$ cat config.mk
export PLATFORM = sky130hd
export DESIGN_NAME = request_scheduler
export DESIGN_NICKNAME = d
export VERILOG_FILES = /design/src/rtl/elevator_pkg.sv /design/src/rtl/request_scheduler_scan.sv /design/src/rtl/request_scheduler.sv
export SDC_FILE = /design/constraint.sdc
export NUM_CORES = 1
export LEC_CHECK = 0
export CORE_UTILIZATION = 58
export DETAILED_ROUTE_END_ITERATION = 8
export GPL_TIMING_DRIVEN = 0
export PLACE_DENSITY = 0.86
export SLEW_MARGIN = 5
export SYNTH_ARGS = -nofsm -noshare
export SYNTH_HDL_FRONTEND = slang
export SYNTH_SLANG_ARGS = --single-unit
$ cat constraint.sdc
create_clock -name clk -period 4.1 [get_ports clk]
set_input_delay 0.41 -clock clk [delete_from_list [all_inputs] [get_ports clk]]
set_output_delay 0.41 -clock clk [all_outputs]
set_load 0.05 [all_outputs]
$ cat src/rtl/elevator_pkg.sv
// Shared types and constants for the elevator request scheduler.
package elevator_pkg;

    // Scheduler FSM states.
    typedef enum logic [1:0] {
        IDLE = 2'd0,
        REQ  = 2'd1,
        MOVE = 2'd2,
        DOOR = 2'd3
    } state_t;

    localparam int NUM_FLOORS_DEFAULT = 12;
    localparam int FLOOR_W            = 4;

    // Floor index. Four bits cap the building at 16 floors.
    typedef logic [FLOOR_W-1:0] floor_t;

endpackage

$ cat src/rtl/request_scheduler_scan.sv
// SCAN target selection: nearest call ahead in the current direction,
// otherwise nearest call behind with the direction reversed.
module scan_select
    import elevator_pkg::*;
#(
    parameter int NUM_FLOORS = NUM_FLOORS_DEFAULT
) (
    input  logic [NUM_FLOORS-1:0] pending,
    input  logic [3:0]            current_floor,
    input  logic                  dir_up,
    output logic                  found,
    output logic [3:0]            floor,
    output logic                  dir_next
);

    logic   up_found_s;
    logic   dn_found_s;
    floor_t up_floor_s;
    floor_t dn_floor_s;

    // Nearest pending floor above and below the car; only floors that
    // exist in the pending vector are ever considered.
    always_comb begin
        up_found_s = 1'b0;
        up_floor_s = 4'd0;
        dn_found_s = 1'b0;
        dn_floor_s = 4'd0;
        // Scan downwards so the last hit is the closest floor above.
        for (int i = NUM_FLOORS - 1; i >= 0; i--) begin
            if (pending[i] && (i > int'(current_floor))) begin
                up_found_s = 1'b1;
                up_floor_s = floor_t'(i);
            end else begin
                up_found_s = up_found_s;
                up_floor_s = up_floor_s;
            end
        end
        // Scan upwards so the last hit is the closest floor below.
        for (int i = 0; i < NUM_FLOORS; i++) begin
            if (pending[i] && (i < int'(current_floor))) begin
                dn_found_s = 1'b1;
                dn_floor_s = floor_t'(i);
            end else begin
                dn_found_s = dn_found_s;
                dn_floor_s = dn_floor_s;
            end
        end
    end

    // Prefer the current direction; fall back to the opposite one.
    always_comb begin
        found    = 1'b0;
        floor    = 4'd0;
        dir_next = dir_up;
        if (dir_up) begin
            if (up_found_s) begin
                found    = 1'b1;
                floor    = up_floor_s;
                dir_next = 1'b1;
            end else if (dn_found_s) begin
                found    = 1'b1;
                floor    = dn_floor_s;
                dir_next = 1'b0;
            end else begin
                found    = 1'b0;
                floor    = 4'd0;
                dir_next = dir_up;
            end
        end else begin
            if (dn_found_s) begin
                found    = 1'b1;
                floor    = dn_floor_s;
                dir_next = 1'b0;
            end else if (up_found_s) begin
                found    = 1'b1;
                floor    = up_floor_s;
                dir_next = 1'b1;
            end else begin
                found    = 1'b0;
                floor    = 4'd0;
                dir_next = dir_up;
            end
        end
    end

endmodule

$ cat src/rtl/request_scheduler.sv
// Elevator request scheduler: collects floor calls, picks the next stop
// with SCAN, handshakes the target to the motion controller and holds the
// door open for a fixed number of cycles at each stop.
module request_scheduler
    import elevator_pkg::*;
#(
    parameter int NUM_FLOORS  = NUM_FLOORS_DEFAULT,
    parameter int DOOR_CYCLES = 8
) (
    input  logic                  clk,
    input  logic                  rst,
    input  logic [NUM_FLOORS-1:0] press,
    input  logic                  press_valid,
    output logic [3:0]            target_floor,
    output logic                  target_valid,
    input  logic                  target_ready,
    input  logic                  arrived,
    output logic                  door_open,
    output logic                  dir_up,
    output logic [3:0]            current_floor,
    output logic [NUM_FLOORS-1:0] pending
);

    state_t                state_q, state_d;
    logic [NUM_FLOORS-1:0] pending_q, pending_d;
    floor_t                current_floor_q, current_floor_d;
    floor_t                target_floor_q, target_floor_d;
    logic                  dir_up_q, dir_up_d;
    logic                  target_valid_q, target_valid_d;
    logic                  door_open_q, door_open_d;
    logic [7:0]            door_cnt_q, door_cnt_d;

    logic                  scan_found_s;
    logic [3:0]            scan_floor_s;
    logic                  scan_dir_s;
    logic [NUM_FLOORS-1:0] cur_mask_s;
    logic [NUM_FLOORS-1:0] tgt_mask_s;
    logic [NUM_FLOORS-1:0] drop_mask_s;
    logic [NUM_FLOORS-1:0] press_s;
    logic                  here_call_s;
    logic                  door_last_s;

    scan_select #(
        .NUM_FLOORS (NUM_FLOORS)
    ) u_scan (
        .pending       (pending_q),
        .current_floor (current_floor_q),
        .dir_up        (dir_up_q),
        .found         (scan_found_s),
        .floor         (scan_floor_s),
        .dir_next      (scan_dir_s)
    );

    assign cur_mask_s  = {{(NUM_FLOORS-1){1'b0}}, 1'b1} << current_floor_q;
    assign tgt_mask_s  = {{(NUM_FLOORS-1){1'b0}}, 1'b1} << target_floor_q;
    assign press_s     = press_valid ? press : {NUM_FLOORS{1'b0}};
    assign here_call_s = |(pending_q & cur_mask_s);
    assign door_last_s = (door_cnt_q == 8'(DOOR_CYCLES - 1));

    // State register with synchronous active-low reset.
    always_ff @(posedge clk) begin
        if (!rst) begin
            state_q <= IDLE;
        end else begin
            state_q <= state_d;
        end
    end

    // Next-state logic.
    always_comb begin
        state_d = state_q;
        case (state_q)
            IDLE: begin
                // A call at the floor we are parked on opens the door at once.
                if (here_call_s) begin
                    state_d = DOOR;
                end else if (scan_found_s) begin
                    state_d = REQ;
                end else begin
                    state_d = IDLE;
                end
            end
            REQ: begin
                if (target_ready) begin
                    state_d = MOVE;
                end else begin
                    state_d = REQ;
                end
            end
            MOVE: begin
                if (arrived) begin
                    state_d = DOOR;
                end else begin
                    state_d = MOVE;
                end
            end
            DOOR: begin
                if (door_last_s) begin
                    state_d = IDLE;
                end else begin
                    state_d = DOOR;
                end
            end
            default: begin
                state_d = IDLE;
            end
        endcase
    end

    // Output and datapath next values; outputs follow the next state so
    // they are registered alongside it.
    always_comb begin
        current_floor_d = current_floor_q;
        target_floor_d  = target_floor_q;
        dir_up_d        = dir_up_q;
        door_cnt_d      = door_cnt_q;
        drop_mask_s     = {NUM_FLOORS{1'b0}};
        case (state_q)
            IDLE: begin
                if (here_call_s) begin
                    drop_mask_s = cur_mask_s;
                    door_cnt_d  = 8'd0;
                end else if (scan_found_s) begin
                    target_floor_d = scan_floor_s;
                    dir_up_d       = scan_dir_s;
                end else begin
                    target_floor_d = target_floor_q;
                end
            end
            REQ: begin
                target_floor_d = target_floor_q;
            end
            MOVE: begin
                // Clearing after the OR means a same-cycle press at the
                // target is lost: the clear wins.
                if (arrived) begin
                    current_floor_d = target_floor_q;
                    drop_mask_s     = tgt_mask_s;
                    door_cnt_d      = 8'd0;
                end else begin
                    current_floor_d = current_floor_q;
                end
            end
            DOOR: begin
                // Calls at the open door are already being served.
                drop_mask_s = cur_mask_s;
                if (door_last_s) begin
                    door_cnt_d = 8'd0;
                end else begin
                    door_cnt_d = door_cnt_q + 8'd1;
                end
            end
            default: begin
                door_cnt_d = 8'd0;
            end
        endcase
        pending_d      = (pending_q | press_s) & ~drop_mask_s;
        target_valid_d = (state_d == REQ);
        door_open_d    = (state_d == DOOR);
    end

    // Datapath and output registers with synchronous active-low reset.
    always_ff @(posedge clk) begin
        if (!rst) begin
            pending_q       <= {NUM_FLOORS{1'b0}};
            current_floor_q <= 4'd0;
            target_floor_q  <= 4'd0;
            dir_up_q        <= 1'b1;
            target_valid_q  <= 1'b0;
            door_open_q     <= 1'b0;
            door_cnt_q      <= 8'd0;
        end else begin
            pending_q       <= pending_d;
            current_floor_q <= current_floor_d;
            target_floor_q  <= target_floor_d;
            dir_up_q        <= dir_up_d;
            target_valid_q  <= target_valid_d;
            door_open_q     <= door_open_d;
            door_cnt_q      <= door_cnt_d;
        end
    end

    assign pending       = pending_q;
    assign current_floor = current_floor_q;
    assign target_floor  = target_floor_q;
    assign dir_up        = dir_up_q;
    assign target_valid  = target_valid_q;
    assign door_open     = door_open_q;

endmodule

# Yosys cells after proc, flatten, opt, wreduce, memory -nomap -nowiden
# Index checks and enable logic that the tools add are counted.
word_totals:
  register_bits: 33
  input_bits: 17
  output_inout_bits: 23
classes:
  addsub: 1
  n_lt_le_gt_ge: 23
  eq_ne: 8
  shifts: 2
  muxes: 73
  n_bitwise: 5
  reduce_logical: 29
op_table:
  columns: ["cell", "count"]
  rows:
  - ["2-to-1 mux 4 bit", 20]
  - ["2-to-1 mux 12 bit", 3]
  - ["case mux 12 bit (3 select lines)", 1]
  - ["2-to-1 mux 1 bit", 35]
  - ["bitwise AND 12 bit", 2]
  - ["2-to-1 mux 8 bit", 3]
  - ["case mux 8 bit (3 select lines)", 1]
  - ["<< shifter 1 x 4 -> 12 bit (first input constant)", 2]
  - ["logical AND 1 bit", 23]
  - ["greater-than comparator 3 x 4 -> 1 bit (first input constant)", 4]
  - ["greater-than comparator 4 bit (first input constant)", 4]
  - ["less-than comparator 3 x 4 -> 1 bit (first input constant)", 4]
  - ["less-than comparator 4 bit (first input constant)", 4]
  - ["2-to-1 mux 3 bit", 4]
  - ["inverter 12 bit", 1]
  - ["OR 12 bit", 1]
  - ["OR reduction 12 bit", 1]
  - ["2-to-1 mux 2 bit", 5]
  - ["adder 8 x 1 -> 8 bit (second input constant)", 1]
  - ["equality test 8 x 3 -> 1 bit (second input constant)", 1]
  - ["greater-than comparator 2 x 4 -> 1 bit (first input constant)", 2]
  - ["less-than comparator 1 x 4 -> 1 bit (first input constant)", 2]
  - ["less-than comparator 2 x 4 -> 1 bit (first input constant)", 2]
  - ["case mux 2 bit (4 select lines)", 1]
  - ["9 further kinds", 14]

# Depth between registers and ports, before layout
# Gate-level depths: netlist of the first run.
depth:
  word_depth: 21
  depth_mapped: 10
  depth_no_buf: 7

# Modules after synthesis
# Synthesis of the first run repeated with hierarchy kept, for this count alone.
unflattened:
  cells_unflattened: 348
  area_unflattened_um2: 2643.8
by_module_without_submodules:
  columns: ["mod", "instances", "cells_per_inst", "area_per_inst_um2", "seq_area_each_um2"]
  rows:
  - ["request_scheduler", 1, 221, 1833.0, 660.6]
  - ["scan_select", 1, 127, 810.8, 0.0]

# Worst setup path before layout of the first run
# Ideal clock, no wire load.
synth_timing:
  path_type: "reg-to-reg"
  startpoint: "reg current_floor_q[3], in the netlist current_floor[3]"
  endpoint: "reg target_floor_q[3], in the netlist target_floor[3]"
  setup_time_ns: 0.060
  arrival_ns: 2.401
  setup_slack_ns: 1.639
  stages_incl_launch_ff: 9
  period_less_slack_ns: 2.461
  path_cell_list: "dfxtp_1 -> buf_2 -> buf_4 -> mux4_2 -> a32oi_2 -> nand3_2 -> a311oi_4 -> a21boi_1 -> a41o_1"
synth_via:
  elab_chain_cells: 18
synth_lines:
  columns: ["item", "line_no", "rtl"]
  rows:
  - ["start, declared", "request_scheduler.sv:26", "floor_t current_floor_q, current_floor_d;"]
  - ["start signal, assigned", "request_scheduler.sv:174", "current_floor_q <= current_floor_d;"]
  - ["less-than comparator 1 x 4 -> 1 bit", "request_scheduler_scan.sv:40", "if (pending[i] && (i < int'(current_floor))) begin"]
  - ["logical AND 1 bit", "request_scheduler_scan.sv:40", null]
  - ["2-to-1 mux 1 bit (12 in series)", "request_scheduler_scan.sv:40", null]
  - ["2-to-1 mux 1 bit", "request_scheduler_scan.sv:60", "end else if (dn_found_s) begin"]
  - ["2-to-1 mux 1 bit", "request_scheduler_scan.sv:56", "if (up_found_s) begin"]
  - ["2-to-1 mux 1 bit", "request_scheduler_scan.sv:55", "if (dir_up) begin"]
  - ["AND reduction 3 bit (no line)", null, null]
  - ["end signal, assigned", "request_scheduler.sv:175", "target_floor_q <= target_floor_d;"]
  - ["end, declared", "request_scheduler.sv:27", "floor_t target_floor_q, target_floor_d;"]
# Several ways; a longest one is shown, not always the timed one.
# A chain may end at the register's enable or synchronous reset.

# Final worst setup path of the first run
layout_timing:
  startpoint: "reg current_floor_q[3], in the netlist current_floor[3]"
  endpoint: "reg pending_q[1], in the netlist pending[1]"
layout_via:
  elab_chain_cells: 7
layout_lines:
  columns: ["item", "line_no", "rtl"]
  rows:
  - ["<< shifter 1 x 4 -> 12 bit (*)", "request_scheduler.sv:54", "assign cur_mask_s = {{(NUM_FLOORS-1){1'b0}}, 1'b1} << current_floor_q;"]
  - ["bitwise AND 12 bit", "request_scheduler.sv:57", "assign here_call_s = |(pending_q & cur_mask_s);"]
  - ["OR reduction 12 bit", "request_scheduler.sv:57", null]
  - ["2-to-1 mux 12 bit", "request_scheduler.sv:120", "if (here_call_s) begin"]
  - ["case mux 12 bit (3 select lines) (*)", "request_scheduler.sv:118", "case (state_q)"]
  - ["inverter 12 bit (*)", "request_scheduler.sv:157", "pending_d = (pending_q | press_s) & ~drop_mask_s;"]
  - ["bitwise AND 12 bit (*)", "request_scheduler.sv:157", null]
  - ["end signal, assigned", "request_scheduler.sv:165", "pending_q <= {NUM_FLOORS{1'b0}};"]
  - ["end signal, assigned", "request_scheduler.sv:173", "pending_q <= pending_d;"]
  - ["end, declared", "request_scheduler.sv:25", "logic [NUM_FLOORS-1:0] pending_q, pending_d;"]
# Every way passes the cells marked *; elsewhere a longest branch is shown, timed or not.

==> metrics.cfg, run 1 <==
[status]
outcome = complete, no violations

[grt]
grt_use_met1 = 0.473
busiest_layer = met2
grt_use_met2 = 0.541
use_met3 = 0.0702
grt_max_degree = 11
grt_util_all_layers = 0.351
grt_pass1_vias = 2390
grt_first_pass_wirelength_mm = 11.7
grt.overflow.total = 0
antenna_found_initial = 0

[clock_network]
cts_num_sinks = 33
post_cts_resized = 0
cts_setup_buffers = 0
cts_buffers = 5
cts_hold_buffers = 0
cts_tree = built
h-tree-depth = 2
clk_pin_slew_ps = 70
clk_path_buf_depth = 2
clk-insertion-delay-late_ps = 290
clockRootBuffer = clkbuf_8

[timing]
rsz0062_at_grt = no
min_period_ps = 2580
hold_violations = 0
setup_ws_ps = 1520
relSlewSlack = 0.527
finalSetupViolCount = 0
max_freq_mhz = 388
finalSetupTns_ps = 0
skew_ps = 2.98
fin_hold_ws_ps = 474
slew_violations = 0
worst_slew_pin_slew_ps = 704
min_period_over_period = 0.629

[critical_path]
path_class = reg -> reg
timing.rr.start = current_floor[3]$_SDFFE_PN0P_
r2r-end = pending[1]$_SDFF_PN0_
critical_path.max_fanout = 10
endpoint_kind = register
crit_arrival_ps = 2760
reg2regPathDepth = 8
reg2reg_setup_slack_ps = 1520
start_kind = register
required_ps = 4280

[route]
first_iter_violations = 396
vias = 2751
drcViolationCount = 0
routedWlPerCell_um = 17.5
dr.pass1.iters = 5
routed_wl_mm = 7.23
vias_per_cell = 6.64
drtAntennaViolNets = 0

[logic_synthesis]
synth_compound_gate_area_share = 0.364
yosys.area_share.simple = 0.256
synth-main-ff-cell = dfxtp_1
ys_ff_latch = 33
yosys-top-cells-area = dfxtp_1, nand2_1, a31oi_1
synth_xor_area_frac = 0
synth_mux_area_frac = 0.0485
yosysUniqueCellTypes = 62
ys_seq_area_frac = 0.269
synth-edff-count = 0
yosys_warnings = 0
async_flop_share = 0
avgSynthCellArea_um2 = 7.69
synth_top_area_cell = dfxtp_1
synth_top_family_by_area = compound AO/OA/AOI/OAI gates
synthCells = 319
synth_nets = 337
synth_fa_ha_area_frac = 0.00510
synth_top_area_frac = 0.269
synthesis.area_um2 = 2450

[power_and_ir_drop]
sw_frac_of_total = 0.389
pwr_density_cell_nw_per_um2 = 328
vdd_drop_max_uv = 248
seq_power_share = 0.400
power_mw = 0.978
comb_power_share = 0.369
p_leak_nw = 1.16
intPower_mw = 0.598
clock_power_share = 0.231
switching_power_mw = 0.380

[worst_hold_path]
whs_endpoint = door_cnt_q[7]$_SDFFE_PN0P_
hold_path.class = reg -> reg
hold_path_depth = 1
hp-start = door_cnt_q[7]$_SDFFE_PN0P_

[die]
fp.dieH_um = 67.0
start_util = 0.609
coreArea_um2 = 4030
ios = 40
die_w_um = 67.0
rows = 23
dieArea_um2 = 4490

[cells_and_area]
final_nets = 383
utilization = 0.739
num-fill-cells = 332
diodes = 0
layout-drive-gt1-share = 0.104
area_growth_pct = 21.5

[placement]
port_buffers = 39
dp_hpwl_mm = 5.24
place_ws_ps = 1590
gp_congestion = 0.988

[job]
drv_cap = 0

[layout by cell type, fill, tap and decap left out, types with 3 or more instances in the layout]
cell type	synthesis	layout
clkbuf_1	8	8
a21oi_1	16	16
nand2_1	35	35
or2_2	5	5
o21bai_1	3	3
nor2_1	25	25
nand2b_1	8	8
o211ai_1	4	4
a21boi_0	6	6
buf_4	3	3
nand3b_1	3	3
clkdlybuf4s50_1	0	39
dfxtp_1	33	33
mux2i_1	4	4
buf_2	8	8
a21o_1	13	13
mux2_2	3	3
and3_1	3	3
o22ai_1	8	8
a221oi_1	6	6
a31oi_1	16	16
o311ai_0	3	3
nor3_1	7	7
o2bb2ai_1	3	3
nor2b_1	12	12
clkbuf_8	0	5
nand3_1	13	13
inv_1	6	6
o32ai_1	3	3
o21ai_0	19	19
[through the flow]
stage | cell area, um^2 | std cells
global placement | 2910 | 408
detailed placement | 2910 | 408
floorplan | 2450 | 319
finish | 2980 | 414
global route | 2980 | 414
CTS | 2980 | 414
[worst max-delay path, stage by stage (launching register included)]
cell,delay (ps)
dfxtp_1,330
buf_2,190
buf_4,210
mux4_2,340
a32oi_2,310
nand3_2,190
a21boi_0,350
nor3_1,180
a221oi_1,360
[final cells by class]
type	instances	area, um^2	share of cell area
Multi-Input combinational cell	257	1650	0.555
Sequential cell	33	661	0.222
Timing Repair Buffer	39	390	0.131
Buffer	23	116	0.0391
Clock buffer	5	68.8	0.0231
Tap cell	50	62.6	0.0210
Inverter	6	22.5	0.00756
Clock inverter	1	5.00	0.00168
[power by group through the flow]
stage / combinational (mW) / clock (mW) / sequential [mW]
after global routing: 0.388 / 0.246 / 0.393
after detailed placement: 0.354 / 0 / 0.395
after floorplan: 0.182 / 0 / 0.455
final: 0.361 / 0.226 / 0.391
after CTS: 0.357 / 0.228 / 0.388
after global placement: 0.349 / 0 / 0.395
[worst max-delay path by stage]
| stage | endpoint | from | cells past startpoint |
|---|---|---|---|
| global route | pending[1]$_SDFF_PN0_ | current_floor[3]$_SDFFE_PN0P_ | 8 |
| CTS | pending[1]$_SDFF_PN0_ | current_floor[3]$_SDFFE_PN0P_ | 8 |
| global placement | pending[1]$_SDFF_PN0_ | current_floor[3]$_SDFFE_PN0P_ | 8 |
| detailed placement | pending[1]$_SDFF_PN0_ | current_floor[3]$_SDFFE_PN0P_ | 8 |
| finish | pending[1]$_SDFF_PN0_ | current_floor[3]$_SDFFE_PN0P_ | 8 |
| floorplan | target_floor[3]$_SDFFE_PN0P_ | current_floor[3]$_SDFFE_PN0P_ | 8 |
[per-layer routing]
layer | up-vias | wire, um
li1 | 1298 | -
met1 | 1254 | 2970
met2 | 176 | 3360
met3 | 23 | 729
met4 | 0 | 175
met5 | - | 0
[cells by family (layout without fill, tap and decap cells)]
kind of cell,Yosys count,after routing
and+or+nand+nor,124,124
AOI/OAI and AO/OA,123,123
DFF,33,33
buffers and inverters,29,74
muxes,9,9
adders and majority gates,1,1
[synthesized netlist by cell type (2+ instances only)]
library cell / instances
o32ai_1: 3
buf_1: 2
nor3_1: 7
a41o_1: 2
o21a_1: 2
or2_2: 5
mux4_2: 2
nor2_1: 25
a21oi_1: 16
mux2i_1: 4
a41oi_1: 2
mux2_2: 3
o211ai_1: 4
a31oi_1: 16
nor2b_1: 12
a21boi_0: 6
o21bai_1: 3
nand3b_1: 3
inv_1: 6
nand3_1: 13
nand4_1: 2
and3_1: 3
and3b_1: 2
a211oi_1: 2
nand2b_1: 8
o21ai_0: 19
o22ai_1: 8
o2bb2ai_1: 3
buf_2: 8
dfxtp_1: 33
a21o_1: 13
buf_4: 3
a221oi_1: 6
o311ai_0: 3
clkbuf_1: 8
and2_1: 2
nand2_1: 35
[sequential cells by signal, summed over array words and instances (netlist names)]
name           flops
door_open          1
target_floor       4
door_cnt_q         8
state_q            2
pending           12
current_floor      4
dir_up             1
target_valid       1
(Power assumes the default switching activity.)
==> inputs of run 2 (changes only) <==
--- a/config.mk
+++ b/config.mk
@@ -5,10 +5,10 @@
 export SDC_FILE = /design/constraint.sdc
 export NUM_CORES = 1
 export LEC_CHECK = 0
-export CORE_UTILIZATION = 58
+export CORE_UTILIZATION = 49
 export DETAILED_ROUTE_END_ITERATION = 8
 export GPL_TIMING_DRIVEN = 0
-export PLACE_DENSITY = 0.86
+export PLACE_DENSITY = 0.77
 export SLEW_MARGIN = 5
 export SYNTH_ARGS = -nofsm -noshare
 export SYNTH_HDL_FRONTEND = slang
==> constraint.sdc (replaced) <==
create_clock -name clk -period 2.3 [get_ports clk]
set_input_delay 0.23 -clock clk [delete_from_list [all_inputs] [get_ports clk]]
set_output_delay 0.23 -clock clk [all_outputs]
set_load 0.05 [all_outputs]
==> run 2 against run 1 <==
Compared with the run above:
- the flow now finishes with violations (negative setup slack)
- die area up 18%
- clock skew up 6.1 ps
- flip-flop and latch count unchanged
- non-clock buffer count up 2
- wire length up 4.2%
- maximum frequency up 11%
- largest power group unchanged
- worst hold slack worse by 18 ps
- final cell count up 5.1%
==> metrics.cfg, run 2 (synthesis results as in run 1) <==
[critical_path]
crit_path_top_delay_cell = a2111oi_4
crit_path_frequent_cell = buf_6
critPathBufInv = 2  ; unchanged
critical_path.max_fanout = 10  ; unchanged
path_class = reg -> reg
required_ps = 2480  ; -1800 ps
path_delay_family = compound AO/OA/AOI/OAI gates
crit_arrival_ps = 2500  ; -260 ps
cpPeakStageDelay_ps = 530  ; +170 ps
endpoint_kind = register
start_kind = register
cp_cell_sequence = buf_6, o32ai_2, nand4_1, a2111oi_4, a311oi_4, buf_6, a21boi_2, a41o_1

[cells_and_area]
utilization = 0.658  ; -0.0815
layout-drive-gt1-share = 0.158  ; +0.0532
final_common_cell = clkdlybuf4s50_1
num-fill-cells = 434  ; +31%
layout_common_cells = clkdlybuf4s50_1, nand2_1, dfxtp_1
final_nets = 385  ; +0.52%
fin_area_um2 = 3130  ; +5.0%
diodes = 0  ; unchanged
area_growth_pct = 27.6
largest_reg_flops = 12  ; unchanged

[power_and_ir_drop]
vdd_drop_max_uv = 413  ; +67%
p_leak_nw = 1.21  ; +3.8%
pwr_density_cell_nw_per_um2 = 580  ; +77%

[die]
dieArea_um2 = 5290  ; +18%
coreArea_um2 = 4750  ; +18%
die_w_um = 72.7  ; +8.5%
rows = 25  ; +8.7%
ios = 40  ; unchanged
fp.dieH_um = 72.7  ; +8.5%
start_util = 0.516  ; -0.0929

[route]
drtAntennaViolNets = 0  ; unchanged
dr.pass1.iters = 5  ; unchanged
vias = 2725  ; -0.95%
routedWlPerCell_um = 17.3  ; -0.78%
routed_wl_mm = 7.53  ; +4.2%
vias_per_cell = 6.26  ; -5.7%
drcViolationCount = 0  ; unchanged
first_iter_violations = 245  ; -38%

[timing]
hold_violations = 0  ; unchanged
min_period_ps = 2320  ; -259 ps
worst_slew_pin_slew_ps = 551  ; -153 ps
relSlewSlack = 0.630  ; +0.103
rsz0062_at_grt = yes
fin_hold_ws_ps = 455  ; -18.3 ps
slew_violations = 0  ; unchanged
min_period_over_period = 1.01  ; +0.379
setup_ws_ps = -18.9  ; -1540 ps
max_freq_mhz = 431  ; +11%
finalSetupViolCount = 1  ; +1
skew_ps = 9.11  ; +6.13 ps

[placement]
port_buffers = 39  ; unchanged
dp_hpwl_mm = 5.35  ; +2.3%
place_area_um2 = 2930  ; +0.95%
place_ws_ps = -156  ; -1750 ps
gp_congestion = 0.958  ; -3.0%

[job]
drv_cap = 0  ; unchanged

[grt]
grt.overflow.total = 0  ; unchanged
grt_use_met1 = 0.423  ; -0.0506
antenna_found_initial = 0  ; unchanged
busiest_layer = met2
use_met3 = 0.0442  ; -0.0260
grt_util_all_layers = 0.294  ; -0.0570
grt_pass1_vias = 2391  ; +0.042%
grt_max_degree = 12  ; +1
grt_use_met2 = 0.453  ; -0.0885
grt_first_pass_wirelength_mm = 12.0  ; +2.7%

[status]
outcome = finished with violations
failed_checks = negative setup slack

[clock_network]
cts_tree = built
h-tree-depth = 2  ; unchanged
clk_path_buf_depth = 2  ; unchanged
clk-insertion-delay-late_ps = 280  ; about the same
clk_pin_slew_ps = 70  ; about the same
cts_buffers = 5  ; unchanged
clockRootBuffer = clkbuf_8
cts_num_sinks = 33  ; unchanged

[worst_hold_path]
hold_path.class = reg -> reg

[run 2: final timing paths]
check	from	to	slack (ps)	depth (start not counted)
max reg2reg	current_floor[1]$_SDFFE_PN0P_	target_floor[3]$_SDFFE_PN0P_	-20	8
min reg2reg	door_cnt_q[7]$_SDFFE_PN0P_	door_cnt_q[7]$_SDFFE_PN0P_	460	1
max	current_floor[1]$_SDFFE_PN0P_	target_floor[3]$_SDFFE_PN0P_	-20	8
min	door_cnt_q[7]$_SDFFE_PN0P_	door_cnt_q[7]$_SDFFE_PN0P_	460	1
[run 2: where the power goes]
group          internal, mW  leakage, nW  switching (mW)
Clock                 0.209       0.0439           0.215
Sequential            0.617        0.273          0.0809
Combinational         0.277        0.890           0.414
[run 2: per-layer routing]
layer / part of all wire / vias to the layer above / routed length (um)
li1: - / 1307 / -
met1: 0.45 / 1276 / 3430
met2: 0.46 / 127 / 3460
met3: 0.071 / 15 / 537
met4: 0.014 / 0 / 108
met5: 0 / - / 0
[run 2: timing repair]
item,4_1_cts,5_1_grt
pin swaps,4,3
endpoints found under the hold margin,0,0
setup endpoints to repair,8,15
setup buffers,0,3
resized for setup,7,22
hold buffers,0,0
[run 2: final cells by class]
type | instances | area [um^2] | area share
multi-input cells | 257 | 1720 | 0.549
clock inverters | 3 | 17.5 | 0.00560
plain buffers | 22 | 130 | 0.0416
clock buffers | 5 | 68.8 | 0.0220
flip-flops and latches | 33 | 672 | 0.215
repair buffers | 42 | 417 | 0.133
inverters | 6 | 22.5 | 0.00720
well taps | 67 | 83.8 | 0.0268
[run 2: metrics by stage]
| step | power, mW | setup TNS [ps] | instances |
|---|---|---|---|
| 2_1_floorplan | 1.14 | 0 | 319 |
| 3_3_place_gp | 1.33 | -634 | 425 |
| 6_report | 1.81 | -18.9 | 435 |
| 5_1_grt | 1.90 | -107 | 435 |
| 3_5_place_dp | 1.34 | -478 | 425 |
| 4_1_cts | 1.76 | 0 | 432 |
